===== config.mk =====
export PLATFORM = sky130hd
export DESIGN_NAME = node_dispatcher_flat
export DESIGN_NICKNAME = d
export VERILOG_FILES = /design/src/rtl/node_dispatcher_if.sv /design/src/rtl/node_dispatcher.sv /design/src/flat_wrapper.sv
export SDC_FILE = /design/constraint.sdc
export NUM_CORES = 1
export LEC_CHECK = 0
export CORE_MARGIN = 10
export CORE_UTILIZATION = 53
export CTS_CLUSTER_SIZE = 30
export DETAILED_ROUTE_END_ITERATION = 12
export PLACE_DENSITY = 0.85
export SETUP_SLACK_MARGIN = 0.02
export SYNTH_ARGS = -nofsm -noshare
export SYNTH_HDL_FRONTEND = slang
export SYNTH_SLANG_ARGS = --single-unit
export TNS_END_PERCENT = 1

===== constraint.sdc =====
create_clock -name CLK -period 4.4 [get_ports CLK]
set_input_delay 0.44 -clock CLK [delete_from_list [all_inputs] [get_ports CLK]]
set_output_delay 0.44 -clock CLK [all_outputs]
set_load 0.01 [all_outputs]

===== src/rtl/node_dispatcher_if.sv =====
// Task-ready bus, MCU command handshake and the shared op-word output of one node dispatcher.
// The master side is the environment; the slave side is the dispatcher itself.
interface node_dispatcher_if #(
   parameter int N_TASKS = 4
);
   logic [8*N_TASKS-1:0] task_bytes;
   logic [15:0]          mcu_op;
   logic                 mcu_op_valid;
   logic                 mcu_op_ready;
   logic [15:0]          op_out;
   logic [3:0]           grant_id;
   logic                 grant_valid;
   logic                 halted;
   logic                 busy;

   modport master (
      output task_bytes, mcu_op, mcu_op_valid,
      input  mcu_op_ready, op_out, grant_id, grant_valid, halted, busy
   );

   modport slave (
      input  task_bytes, mcu_op, mcu_op_valid,
      output mcu_op_ready, op_out, grant_id, grant_valid, halted, busy
   );
endinterface


===== src/rtl/node_dispatcher.sv =====
// Forwards MCU commands (word on op_out 2 cycles after accept) and otherwise schedules Execute ops by priority with round-robin ties.
// One-entry command register: mcu_op_ready stays low from accept until the word is loaded onto op_out.
module node_dispatcher #(
   parameter int N_TASKS     = 4,
   parameter int HOLD_CYCLES = 4,
   parameter int GAP_CYCLES  = 2
) (
   input  logic CLK,
   input  logic RST,
   node_dispatcher_if.slave bus
);
   typedef enum logic [1:0] {IDLE, SCAN, DRIVE, GAP} state_t;

   localparam logic [3:0]  NT_M1    = 4'(N_TASKS - 1);
   localparam logic [15:0] HOLD_END = 16'(HOLD_CYCLES);
   localparam logic [15:0] GAP_END  = 16'(GAP_CYCLES);

   state_t      state;
   logic [15:0] cmd_dat;
   logic        cmd_full;
   logic        cmd_pend;
   logic        halted_q;
   logic [15:0] op_q;
   logic [3:0]  gid_q;
   logic        gvld_q;
   logic [3:0]  rr_ptr;
   logic [3:0]  scan_idx;
   logic [3:0]  scan_cnt;
   logic        best_vld;
   logic [3:0]  best_pri;
   logic [3:0]  best_id;
   logic [3:0]  best_idx;
   logic [15:0] cnt;

   logic [7:0]  cur_byte;
   logic        take;
   logic        cand_vld;
   logic [3:0]  cand_pri;
   logic [3:0]  cand_id;
   logic [3:0]  cand_idx;

   function automatic logic [3:0] wrap_inc(input logic [3:0] i);
      return (i == NT_M1) ? 4'd0 : i + 4'd1;
   endfunction

   always_comb begin
      cur_byte = 8'h00;
      for (int i = 0; i < N_TASKS; i++) begin
         if (scan_idx == 4'(i)) cur_byte = bus.task_bytes[8*i +: 8];
      end
   end

   // Strictly-greater replacement keeps the first visited task on a priority tie.
   assign take     = (cur_byte[3:0] != 4'h0) && (!best_vld || (cur_byte[7:4] > best_pri));
   assign cand_vld = best_vld | take;
   assign cand_pri = take ? cur_byte[7:4] : best_pri;
   assign cand_id  = take ? cur_byte[3:0] : best_id;
   assign cand_idx = take ? scan_idx      : best_idx;

   always_ff @(posedge CLK) begin
      if (RST) begin
         state    <= IDLE;
         cmd_dat  <= 16'h0000;
         cmd_full <= 1'b0;
         cmd_pend <= 1'b0;
         halted_q <= 1'b0;
         op_q     <= 16'h0000;
         gid_q    <= 4'h0;
         gvld_q   <= 1'b0;
         rr_ptr   <= 4'h0;
         scan_idx <= 4'h0;
         scan_cnt <= 4'h0;
         best_vld <= 1'b0;
         best_pri <= 4'h0;
         best_id  <= 4'h0;
         best_idx <= 4'h0;
         cnt      <= 16'h0000;
      end else begin
         gvld_q <= 1'b0;
         // A freshly accepted word becomes visible to IDLE one cycle later.
         if (!cmd_full) begin
            if (bus.mcu_op_valid) begin
               cmd_full <= 1'b1;
               cmd_dat  <= bus.mcu_op;
            end
         end else begin
            cmd_pend <= 1'b1;
         end

         case (state)
            IDLE: begin
               if (cmd_pend) begin
                  op_q     <= cmd_dat;
                  cmd_full <= 1'b0;
                  cmd_pend <= 1'b0;
                  if (cmd_dat[7:4] == 4'hC) halted_q <= 1'b1;
                  cnt      <= 16'd1;
                  state    <= DRIVE;
               end else if (!halted_q) begin
                  scan_idx <= rr_ptr;
                  scan_cnt <= 4'h0;
                  best_vld <= 1'b0;
                  state    <= SCAN;
               end
            end
            SCAN: begin
               best_vld <= cand_vld;
               best_pri <= cand_pri;
               best_id  <= cand_id;
               best_idx <= cand_idx;
               scan_idx <= wrap_inc(scan_idx);
               scan_cnt <= scan_cnt + 4'd1;
               if (scan_cnt == NT_M1) begin
                  if (cand_vld) begin
                     op_q   <= {4'h0, cand_id, 4'b0111, 4'h0};
                     gid_q  <= cand_id;
                     gvld_q <= 1'b1;
                     rr_ptr <= wrap_inc(cand_idx);
                     cnt    <= 16'd1;
                     state  <= DRIVE;
                  end else begin
                     state  <= IDLE;
                  end
               end
            end
            DRIVE: begin
               if (cnt == HOLD_END) begin
                  op_q  <= 16'h0000;
                  cnt   <= 16'd1;
                  state <= GAP;
               end else begin
                  cnt <= cnt + 16'd1;
               end
            end
            GAP: begin
               if (cnt == GAP_END) state <= IDLE;
               else                cnt   <= cnt + 16'd1;
            end
            default: state <= IDLE;
         endcase
      end
   end

   assign bus.op_out       = op_q;
   assign bus.grant_id     = gid_q;
   assign bus.grant_valid  = gvld_q;
   assign bus.halted       = halted_q;
   assign bus.busy         = (state != IDLE);
   assign bus.mcu_op_ready = !cmd_full;
endmodule

===== src/flat_wrapper.sv =====
// flat-port wrapper written by rule: the top's interface ports become plain ports
module node_dispatcher_flat 
#(
   parameter int N_TASKS     = 4,
   parameter int HOLD_CYCLES = 4,
   parameter int GAP_CYCLES  = 2
)
  (CLK, RST, bus_task_bytes, bus_mcu_op, bus_mcu_op_valid, bus_mcu_op_ready, bus_op_out, bus_grant_id, bus_grant_valid, bus_halted, bus_busy);
  node_dispatcher_if #(.N_TASKS(N_TASKS)) bus_i ();
  input  logic CLK;
  input  logic RST;
  input wire logic [$bits(bus_i.task_bytes)-1:0] bus_task_bytes;
  input wire logic [$bits(bus_i.mcu_op)-1:0] bus_mcu_op;
  input wire logic [$bits(bus_i.mcu_op_valid)-1:0] bus_mcu_op_valid;
  output wire logic [$bits(bus_i.mcu_op_ready)-1:0] bus_mcu_op_ready;
  output wire logic [$bits(bus_i.op_out)-1:0] bus_op_out;
  output wire logic [$bits(bus_i.grant_id)-1:0] bus_grant_id;
  output wire logic [$bits(bus_i.grant_valid)-1:0] bus_grant_valid;
  output wire logic [$bits(bus_i.halted)-1:0] bus_halted;
  output wire logic [$bits(bus_i.busy)-1:0] bus_busy;
  assign bus_i.task_bytes = bus_task_bytes;
  assign bus_i.mcu_op = bus_mcu_op;
  assign bus_i.mcu_op_valid = bus_mcu_op_valid;
  assign bus_mcu_op_ready = bus_i.mcu_op_ready;
  assign bus_op_out = bus_i.op_out;
  assign bus_grant_id = bus_i.grant_id;
  assign bus_grant_valid = bus_i.grant_valid;
  assign bus_halted = bus_i.halted;
  assign bus_busy = bus_i.busy;
  node_dispatcher #(.N_TASKS(N_TASKS), .HOLD_CYCLES(HOLD_CYCLES), .GAP_CYCLES(GAP_CYCLES)) u_core (.CLK(CLK), .RST(RST), .bus(bus_i));
endmodule

==> summary.md <==
| Metric | Value |
|---|---|
| Initial antenna violation count | `0` |
| VDD IR-drop max | `0.000379 V` |
| Setup-failing EPs final | `0` |
| Startpoint Class | `flop` |
| Setup_tns | `0 ns` |
| Non-filler cells in the finished layout | `690` |
| Total GRT Usage | `0.189` |
| Sw Ratio | `0.426` |
| GPL Wtd Cong | `0.872` |
| Post-synth ARST share | `0` |
| Logic pwr share | `0.499` |
| Slowest cell on crit path | `dfxtp_1` |
| Static leakage | `1.87 nW` |
| Syn_nets | `588` |
| Slew headroom | `0.303` |
| Die area | `0.0118 mm^2` |
| Yosys top cell by area | `dfxtp_1` |
| DP HPWL | `7840 um` |
| Io pins | `75` |
| Global-route wire length before repair | `18700 um` |
| CTS tree | `built` |
| Worst Path Required | `4.67 ns` |
| Nets | `651` |
| Worst Path Class, Setup | `reg -> reg` |
| H-tree depth | `3` |
| Post-synth top area share | `0.397` |
| Hold Violations, Final | `0` |
| Fmax | `253 MHz` |
| Syn Inst Count | `520` |
| Fraction of layout cells with a size suffix above 1 | `0.0731` |
| Synth Cell Area | `0.00418 mm^2` |
| Most frequent cells in the layout | `83 x dfxtp_1, 73 x clkdlybuf4s50_1, 69 x nand2_1` |
| Total of warnings raised by yosys | `0` |
| # Post-CTS Setup Buffers | `0` |
| Die Y | `109 um` |
| Count of final max-slew check failures | `0` |
| Minimum clock period | `3.95 ns` |
| Clock Power Share | `0.209` |
| Clock slew at reported path FFs | `0.08 ns` |
| Post-synth EDFFs | `0` |
| Drt drc | `0` |
| Routed Antenna Nets | `0` |
| Max stage delay on crit path | `0.43 ns` |
| Post-synthesis sequential area ratio | `0.397` |
| DRT Wirelength | `10900 um` |
| Total CTS buffers | `9` |
| Via count | `3953` |
| CP arrival | `4.22 ns` |
| Top post-synthesis cells by area | `dfxtp_1 40%, a21oi_1 7.1%, nand2_1 6.2%, nor2_1 5.7%, ha_1 5.1%` |
| Synth Area per Inst | `8.04 um^2` |
| Skew final | `0.0158 ns` |
| Worst Max-Slew Pin Slew | `1.04 ns` |
| Flops & latches, synth | `83` |
| Top cell by count, worst path | `ha_1` |
| Area grow syn2layout | `25.4%` |
| Sequential share of power | `0.292` |
| Total global routing overflow | `0` |
| Starting Density | `0.544` |
| Hold buffer count at CTS | `0` |
| Die X | `109 um` |
| Routed wire length per instance | `15.8 um` |
| P per Cell Area | `610 mW/mm^2` |
| Skew-Pair Late Insertion Delay | `0.35 ns` |
| Core Box Area | `0.00769 mm^2` |
| RSZ-0062 raised after global routing | `no` |
| Row count | `32` |
| Commonest non-fill, non-tap cell in the layout | `dfxtp_1` |
| CP cell instances | `inv_1, ha_1, nor2b_2, a22oi_1, nor2_1, a21oi_1, o21ai_0, nand2_1, ha_1, nand2b_1, a21oi_1, o22ai_2, a41oi_2, mux2_1, ha_1, nor3b_1, nor3_1, a211oi_1, nor3_1` |
| Clock root cell | `clkbuf_8` |
| Final period utilization | `0.898` |
| # diodes | `0` |
| Clock Path Buffers | `2` |
| Crit path max fanout | `9` |
| HP Class | `reg -> reg` |
| Placed cells | `674` |
| Largest net degree at the start of global routing | `47` |
| Detailed Routing Iterations Pass 1 | `4` |
| CP Capture Type | `flop` |
| Vias per inst | `5.73` |
| Max cap viols | `0` |
| CTS sink cnt | `83` |
| P_int | `1.84 mW` |
| IO buf count | `74` |
| Switching pwr | `1.36 mW` |
| Vias in the first global route | `3924` |
| Outcome | `finished clean` |
| Top FF cell, synth | `dfxtp_1` |
| Iter 0 DRT Violations | `329` |
| Synth cell types | `53` |
| R2r setup slk | `0.45 ns` |
==> cell type report <==
type / count / area (um^2)
multi-input cells: 388 / 2330
well taps: 102 / 128
fillers: 642 / 2440
clock inverters: 7 / 124
clock buffers: 9 / 124
inverters: 18 / 67.6
flip-flops and latches: 83 / 1660
repair buffers: 83 / 803
==> critical path: cells and delay by family (launching register included) <==
kind,cells,cell delay [ns]
AO/OA/AOI/OAI,7,1.10
adder cells (fa/ha/maj),3,0.73
buffers and inverters,1,0.11
flip-flops,1,0.43
multiplexers,1,0.37
AND/OR/NAND/NOR,7,1.12
==> worst paths after layout <==
kind,start,to,depth (start not counted)
max reg2reg,u_core.scan_idx[1]$_SDFFE_PP0P_,u_core.rr_ptr[0]$_SDFFE_PP0P_,19
min,u_core.cmd_dat[10]$_SDFFE_PP0P_,u_core.cmd_dat[10]$_SDFFE_PP0P_,2
min reg2reg,u_core.cmd_dat[10]$_SDFFE_PP0P_,u_core.cmd_dat[10]$_SDFFE_PP0P_,2
max,u_core.scan_idx[1]$_SDFFE_PP0P_,u_core.rr_ptr[0]$_SDFFE_PP0P_,19
==> metrics by stage <==
step	worst slack (ns)	hold slack (ns)	util	power [mW]	cell area [um^2]
5_1_grt	0.0494	0.475	0.682	3.44	5240
3_3_place_gp	0.421	0.440	0.648	2.45	4980
2_1_floorplan	0.558	0.431	-	2.09	4180
6_report	0.450	0.460	0.682	3.20	5240
4_1_cts	0.117	0.459	0.680	3.18	5230
3_5_place_dp	0.167	0.445	0.648	2.50	4980
==> flip-flops by register name, summed over array words and instances (netlist names) <==
| register | flops |
|---|---|
| u_core.rr_ptr | 4 |
| u_core.scan_idx | 4 |
| u_core.cnt | 16 |
| u_core.cmd_full | 1 |
| u_core.best_vld | 1 |
| u_core.bus.grant_valid | 1 |
| u_core.cmd_dat | 16 |
| u_core.cmd_pend | 1 |
| u_core.best_pri | 4 |
| u_core.state | 2 |
| u_core.bus.grant_id | 4 |
| u_core.bus.halted | 1 |
| u_core.best_idx | 4 |
| u_core.best_id | 4 |
| u_core.bus.op_out | 16 |
| u_core.scan_cnt | 4 |
==> layer usage <==
layer,part of all wire,global-route usage
met5,0,0
met1,0.41,0.229
met4,0.018,0.0603
met3,0.067,0.0549
met2,0.50,0.317
==> cell families (layout without fill, tap and decap cells) <==
family,count (synthesis),after routing,synth area share
buffers and inverters,49,117,0.0479
adders and majority gates,17,17,0.0509
muxes,4,4,0.0102
DFF,83,83,0.397
xor gates and xnor gates,16,16,0.0335
and+or+nand+nor,218,218,0.242
AOI/OAI and AO/OA,133,133,0.218
==> power by group through the flow <==
| stage | clock, mW | combinational [mW] | sequential (mW) |
|---|---|---|---|
| 2_1_floorplan | 0 | 1.15 | 0.939 |
| 3_3_place_gp | 0 | 1.50 | 0.943 |
| 3_5_place_dp | 0 | 1.55 | 0.948 |
| 4_1_cts | 0.673 | 1.57 | 0.932 |
| 5_1_grt | 0.705 | 1.78 | 0.947 |
| 6_report | 0.669 | 1.60 | 0.934 |
==> Yosys cell counts (2+ instances only) <==
library cell	instances
nand2_1	69
a21o_1	2
a21oi_1	59
xor2_1	12
a221oi_1	3
o211ai_1	5
o21ai_0	5
a31o_2	3
a31oi_1	2
or3_1	2
ha_1	17
o22ai_1	2
a211oi_1	19
and2_1	5
o2111ai_1	4
nand2b_1	8
nand4_1	5
inv_1	17
buf_4	3
nor2_1	63
and3_1	2
clkbuf_1	23
nor2b_1	11
a22oi_1	2
a222oi_1	2
nor4_1	4
a211oi_2	4
o21ai_1	6
and3b_1	2
buf_2	4
nand3_1	22
mux2_1	2
mux2i_1	2
xnor2_1	4
nor3_1	19
a221o_1	4
dfxtp_1	83
a32oi_2	4
==> repair_timing <==
action	4_1_cts	5_1_grt
hold endpoints to repair	0	0
gates resized for setup	0	3
setup endpoints to repair	0	3
No activity file was read; power rests on OpenSTA's default activity.
